[src/rtl/rice_core_wb_stage.sv]
// Write-back stage: owns the integer register file (with write-through bypass to ID)
// and the cycle/instret counters with CSR write access.
module rice_core_wb_stage #(
  parameter int XLEN = 32
) (
  input  logic            i_clk,
  input  logic            i_rst,
  input  logic            i_enable,
  input  logic            i_ex_valid,
  input  logic [4:0]      i_ex_rd,
  input  logic [XLEN-1:0] i_ex_rd_value,
  input  logic            i_stall,
  input  logic [4:0]      i_rs1,
  input  logic [4:0]      i_rs2,
  output logic [XLEN-1:0] o_rs1_value,
  output logic [XLEN-1:0] o_rs2_value,
  output logic            o_retire,
  input  logic            i_cycle_inhibit,
  input  logic            i_instret_inhibit,
  input  logic            i_counter_write,
  input  logic [1:0]      i_counter_select,
  input  logic [XLEN-1:0] i_counter_write_data,
  output logic [63:0]     o_cycle,
  output logic [63:0]     o_instret
);

  logic            retire;
  logic [XLEN-1:0] regs_reg [1:31];
  logic [63:0]     cycle_reg, cycle_next;
  logic [63:0]     instret_reg, instret_next;
  logic [63:0]     counter_wdata;
  logic            counter_wr;
  logic [4:0]      rd_idx [2];

  // Gating with reset keeps the bypass path and the retire pulse dead while reset is held.
  assign retire   = !i_rst && i_enable && i_ex_valid && !i_stall;
  assign o_retire = retire;

  always_ff @(posedge i_clk or posedge i_rst) begin
    if (i_rst) begin
      for (int i = 1; i < 32; i++) regs_reg[i] <= '0;
    end else if (retire && i_ex_rd != 5'd0) begin
      regs_reg[i_ex_rd] <= i_ex_rd_value;
    end
  end

  assign rd_idx[0] = i_rs1;
  assign rd_idx[1] = i_rs2;

  genvar gi;
  generate
    for (gi = 0; gi < 2; gi++) begin : g_rd
      logic [XLEN-1:0] value;
      always_comb begin
        value = '0;
        if (rd_idx[gi] == 5'd0)
          value = '0;
        else if (retire && rd_idx[gi] == i_ex_rd)
          value = i_ex_rd_value;
        else
          value = regs_reg[rd_idx[gi]];
      end
    end
  endgenerate

  assign o_rs1_value = g_rd[0].value;
  assign o_rs2_value = g_rd[1].value;

  generate
    if (XLEN == 64) begin : g_wdata64
      assign counter_wdata = i_counter_write_data;
    end else begin : g_wdata32
      assign counter_wdata = {32'd0, i_counter_write_data};
    end
  endgenerate

  assign counter_wr = i_counter_write && i_enable;

  // A CSR write to one counter replaces its increment; the other counter is unaffected.
  always_comb begin
    cycle_next   = cycle_reg;
    instret_next = instret_reg;
    if (i_enable && !i_cycle_inhibit)
      cycle_next = cycle_reg + 64'd1;
    if (retire && !i_instret_inhibit)
      instret_next = instret_reg + 64'd1;
    if (counter_wr) begin
      case (i_counter_select)
        2'b00: begin
          if (XLEN == 64) cycle_next = counter_wdata;
          else            cycle_next = {cycle_reg[63:32], counter_wdata[31:0]};
        end
        2'b01: begin
          if (XLEN == 32) cycle_next = {counter_wdata[31:0], cycle_reg[31:0]};
        end
        2'b10: begin
          if (XLEN == 64) instret_next = counter_wdata;
          else            instret_next = {instret_reg[63:32], counter_wdata[31:0]};
        end
        default: begin
          if (XLEN == 32) instret_next = {counter_wdata[31:0], instret_reg[31:0]};
        end
      endcase
    end
  end

  always_ff @(posedge i_clk or posedge i_rst) begin
    if (i_rst) begin
      cycle_reg   <= '0;
      instret_reg <= '0;
    end else begin
      cycle_reg   <= cycle_next;
      instret_reg <= instret_next;
    end
  end

  assign o_cycle   = cycle_reg;
  assign o_instret = instret_reg;

endmodule

[config.mk]
export PLATFORM = sky130hd
export DESIGN_NAME = rice_core_wb_stage
export DESIGN_NICKNAME = d
export VERILOG_FILES = /design/src/rtl/rice_core_wb_stage.sv
export SDC_FILE = /design/constraint.sdc
export NUM_CORES = 2
export LEC_CHECK = 0
export ABC_AREA = 1
export BUFFER_PORTS_ARGS = -buffer_cell sky130_fd_sc_hd__buf_2
export CAP_MARGIN = 20
export CORE_MARGIN = 10
export CORE_UTILIZATION = 25
export DETAILED_ROUTE_END_ITERATION = 10
export PLACE_DENSITY = 0.45
export SLEW_MARGIN = 20
export SYNTH_ARGS = -nofsm -noshare
export SYNTH_HDL_FRONTEND = slang
export SYNTH_SLANG_ARGS = --single-unit
[constraint.sdc]
create_clock -name i_clk -period 57.8 [get_ports i_clk]
set_input_delay 2.89 -clock i_clk [delete_from_list [all_inputs] [get_ports i_clk]]
set_output_delay 2.89 -clock i_clk [all_outputs]
set_load 0.03 [all_outputs]
# Word level (Yosys, flattened, before mapping)
# Index checks and enable logic that the tools add are counted.
[op_classes] add_sub_neg=2 n_mul=0 n_div=0 magnitude_cmp=4 n_eq_ne=8 n_shift=0 mux=19 bitwise_logic=3 reduce_logical=19
[ops] operator="bitwise mux 992 bit" count=1
[ops] operator="binary-select mux 32 bit (select 5 bit)" count=2
[ops] operator="2-to-1 mux 32 bit" count=9
[ops] operator="2-to-1 mux 64 bit" count=4
[ops] operator="case mux 64 bit (2 select lines)" count=2
[ops] operator="demux 32 bit (select 5 bit)" count=1
[ops] operator="adder 64 x 1 -> 64 bit (second input constant)" count=2
[ops] operator="greater-or-equal comparator 6 bit (second input constant)" count=3
[ops] operator="NOT 5 -> 6 bit" count=3
[ops] operator="equality test 5 bit" count=2
[ops] operator="logical AND 1 bit" count=10
[ops] operator="zero test 5 bit" count=2
[ops] operator="< comparator 6 x 1 -> 1 bit (second input constant)" count=1
[ops] operator="!= test 2 bit (second input constant)" count=3
[ops] operator="nonzero test 5 bit" count=1
[ops] operator="zero test 1 bit" count=4
[ops] operator="!= test 3 x 2 -> 1 bit (second input constant)" count=1
[ops] operator="equality test 2 x 1 -> 1 bit (second input constant)" count=1
[ops] operator="equality test 2 bit (second input constant)" count=1
[ops] operator="zero test 2 bit" count=1
[ops] operator="OR reduction 2 bit" count=1
[totals] ff_bits=1120 latchBits=0 mem_bits_rw=0 mem_bits_ro=0 memories=0

# Logic depth before layout (Yosys ltp)
[depth] depth_word=8 ltp_mapped=13

# Least setup slack after synthesis
# OpenSTA, ideal clock, no wires.
[synth_timing] kind="input to output" from="input port i_rs2[0]" to="output port o_rs2_value[21]" arrival_ns=4.393 t_required_ns=54.910 slack_ns=50.517 cell_stages=12 n_path_buf=4 cell_sequence="buf_2 -> clkbuf_1 -> buf_2 -> buf_1 -> nand2_1 -> nand3_1 -> nand3_1 -> nand3_1 -> nand2_1 -> nand3_1 -> nand2_1 -> inv_1"
[synth_via] elab_chain_len=6 elab_cells_between_ends=9 cone_classes="1 x eq/ne; 5 x mux; 1 x bitwise; 2 x reduce/logical"
[synth_rtl] item="start, declared" line_no="14" rtl="input logic [4:0] i_rs2,"
[synth_rtl] item="NOT 5 -> 6 bit (implied by the code)" line_no="61" rtl="value = regs_reg[rd_idx[gi]];"
[synth_rtl] item="binary-select mux 32 bit (select 5 bit)" line_no="61"
[synth_rtl] item="2-to-1 mux 32 bit (implied by the code) (2 in series)" line_no="61"
[synth_rtl] item="2-to-1 mux 32 bit" line_no="58" rtl="else if (retire && rd_idx[gi] == i_ex_rd)"
[synth_rtl] item="2-to-1 mux 32 bit (*)" line_no="56" rtl="if (rd_idx[gi] == 5'd0)"
[synth_rtl] item="end, declared" line_no="16" rtl="output logic [XLEN-1:0] o_rs2_value,"
# Every way passes the cells marked *; elsewhere a longest branch is shown, timed or not. The select of a mux whose other input is x is not followed.

# Final worst setup path
[layout_timing] from="input port i_rs1[0]" to="output port o_rs1_value[12]"
[layout_via] elab_chain_len=6 elab_cells_between_ends=9 cone_classes="1 x eq/ne; 5 x mux; 1 x bitwise; 2 x reduce/logical"
[layout_rtl] item="start, declared" line_no="13" rtl="input logic [4:0] i_rs1,"
[layout_rtl] item="NOT 5 -> 6 bit (implied by the code)" line_no="61"
[layout_rtl] item="binary-select mux 32 bit (select 5 bit)" line_no="61"
[layout_rtl] item="2-to-1 mux 32 bit (implied by the code) (2 in series)" line_no="61"
[layout_rtl] item="2-to-1 mux 32 bit" line_no="58"
[layout_rtl] item="2-to-1 mux 32 bit (*)" line_no="56"
[layout_rtl] item="end, declared" line_no="15" rtl="output logic [XLEN-1:0] o_rs1_value,"
# Marks and branches as above.

==> impl_metrics.yaml <==
place:
  io_buffer_count: 281
  hpwlAfterDp_mm: 176
  preCtsSetupSlack_ns: 48.00
  dp.cells: 12500
  place_area_sq_um: 69400
  place.gp.congestion: 0.873
timing:
  layout_min_cycle_time_ns: 9.93
  fin_setup_tns_ns: 0
  fmax_mhz: 101
  maxSlewHeadroom_pct: 18.4
  finalSetupViolCount: 0
  hold_slack_ns: 0.484
  worst_slew_pin_slew_ns: 1.22
  hold_violations: 0
  fin_worst_skew_ns: 0.0380
  slew_violations: 0
  finalCritPeriodShare_pct: 17.2
  rsz0062_at_grt: "false"
  setup_slack_ns: 47.87
clocking:
  post_cts_buffers: 0
  clockBufferDepth: 3
  cts_sinks: 1120
  cts_buffers: 146
  htreeDepth: 4
  holdBufCountCts: 0
  cts-root-buf: "clkbuf_16"
  cts_resized: 0
  tritoncts: "built"
  clk_latency_ns: 0.84
  clk_pin_slew_ns: 0.05
synthesis:
  synth-seq-area-share_pct: 43.0
  synth-edff-count: 0
  synthFlopType: "dfrtp_1"
  ys.warnings.count: 0
  ys_ff_latch: 1120
  syn_nets: 9506
  netlist_top_cells_area: "dfrtp_1 43%, nand2_1 18%, o21ai_0 7.6%"
  synth_top_area_share_pct: 43.0
  syn_area_sq_um: 65200
  synthDistinctLibCells: 36
  synth.most_common_cell: "nand2_1"
  ys_async_sr_fraction_pct: 100
  netlist_top_cells_count: "3127 x nand2_1, 1120 x dfrtp_1, 984 x o21ai_0"
  synth_cells: 9415
  synth_area_per_cell_sq_um: 6.92
  yosys.area.top_type: "dfrtp_1"
job:
  drv_cap: 0
layout:
  layout-drive-gt1-share_pct: 7.50
  areaGrowthSynthToFinish_pct: 14.2
  layoutNonFillerInstCount: 12700
  final_area_sq_um: 74400
  fin_nets: 9312
  largest_reg_flops: 992
drt:
  highest_layer: "met5"
  drtIter0Drc: 7821
  viasPerCell: 5.24
  final_antenna_net_count: 0
  drt_wl_total_mm: 312
  first_pass_iters: 8
  vias: 66800
  met1_length_mm: 132
  met3_wirelength_mm: 25.0
  drcViolationCount: 0
  wl_met2_mm: 139
  wl_per_cell_microns: 24.5
worst_setup_path:
  crit_path_end_kind: "primary output"
  slowest_delay_ns: 0.90
  r2r_setup_slack_ns: 55.09
  crit_required_ns: 54.91
  cp_cell_sequence: "buf_8 > inv_8 > nor2_4 > inv_4 > buf_4 > o211ai_1 > nand3_1 > nand2_1 > nand3_1 > nand2_1 > inv_1 > buf_2"
  cp-start-kind: "primary input"
  crit_type: "in -> out"
  cp_num_buf_inv: 6
  crit_fanout: 91
  cp_top_family: "buffers and inverters"
  cpMaxStageDelayCell: "buf_4"
  cp.arrival_ns: 7.04
global_route:
  antenna_found_initial: 11
  grt-ovfl-total: 0
  grt_usage_pct: 21.3
  grt_pass1_wl_mm: 452
  grt_pass1_vias: 63000
  grt_start_max_net_pins: 195
power:
  ir_drop_v: 0.0000204
  power_density_nw_per_um2: 29.9
  p_leak_nw: 33.8
die:
  die_area_sq_um: 281000
  start_util_pct: 25.1
  dieHeight_microns: 531
  core_area_sq_um: 259000
  die_w_microns: 531
  rows: 187
  ioPinCount: 282
worst_hold_path:
  hold_path_class: "reg -> reg"
run_status:
  status: "complete, no violations"
[placed cells by master, fill, tap and decap left out, types with 7 or more instances in the layout]
cell       Yosys  final
clkbuf_1     651     37
buf_4          0    114
inv_1        670    667
xnor2_1       22     22
nand4_1       89     89
o21ai_1       49     49
or2_1         16     16
nand3b_1       8      8
nor2_1       721    712
buf_12         0      7
nand3_4        0      9
o221ai_1      10     10
nand2_1     3127   3101
o22ai_1       32     32
a21oi_1      182    182
o211ai_1     573    573
nand3_1      842    832
a31oi_1       32     32
nor3_1        33     32
clkbuf_8       0     25
inv_2          6      7
a21o_1        11     11
dfrtp_1     1120   1120
clkbuf_16      0    151
nor2_4         0      7
xor2_1        46     46
or2_2         11     11
clkinv_2       0     22
nand2_4        0     25
a22oi_1       54     54
buf_2         23    274
bufinv_16      0      9
o21ai_0      984    984
[logic make-up (layout without fill, tap and decap cells)]
family                     after synthesis  in the layout  synth area share [%]
and+or+nand+nor                       4866           4866                  30.3
AOI/OAI and AO/OA                     1933           1933                  17.5
buffers and inverters                 1426           1343                  8.26
DFF                                   1120           1120                  43.0
xor gates and xnor gates                68             68                 0.914
adders and majority gates                2              2                0.0384
other                                    0              4                     0
[metrics by stage]
step | util, % | power [W]
3_3_place_gp | 26.8 | 0.00129
6_report | 28.7 | 0.00223
5_1_grt | 28.7 | 0.00232
4_1_cts | 28.7 | 0.00224
3_5_place_dp | 26.8 | 0.00129
2_1_floorplan | - | 0.00114
[final timing paths]
path / cells after the start / endpoint / startpoint
max: 12 / o_rs1_value[12] / i_rs1[0]
min: 2 / regs_reg[909]$_DFFE_PP0P_ / regs_reg[909]$_DFFE_PP0P_
max reg2reg: 12 / o_cycle[52]$_DFFE_PP0P_ / o_cycle[0]$_DFFE_PP0P_
min reg2reg: 2 / regs_reg[909]$_DFFE_PP0P_ / regs_reg[909]$_DFFE_PP0P_
max in group asynchronous: 6 / regs_reg[258]$_DFFE_PP0P_ / i_rst
min in group asynchronous: 2 / o_instret[33]$_DFFE_PP0P_ / i_rst
[tightest hold or removal path, delay by kind of cell (launching register included)]
kind	cells	cell delay, ns
flip-flops	1	0.34
AND/OR/NAND/NOR	1	0.05
AO/OA/AOI/OAI	1	0.06
[layout make-up]
class,count,area [sq um]
fillers,28300,185000
multi-input cells,6869,32100
flip-flops and latches,1120,28000
clock buffers,213,4260
well taps,3402,4260
inverters,683,2610
repair buffers,401,2480
clock inverters,46,641
diodes,4,10.0
[routing by layer]
layer | GRT usage, % | up-vias
met2 | 34.1 | 3130
met1 | 28.4 | 32400
met3 | 3.57 | 659
met5 | 0 | -
li1 | - | 30500
met4 | 9.18 | 8
[power breakdown]
group	switching [W]	internal (W)
sequential	0.0000625	0.000836
clock	0.000393	0.000554
combinational	0.000282	0.000101
total	0.000737	0.00149
(Power assumes the default switching activity.)
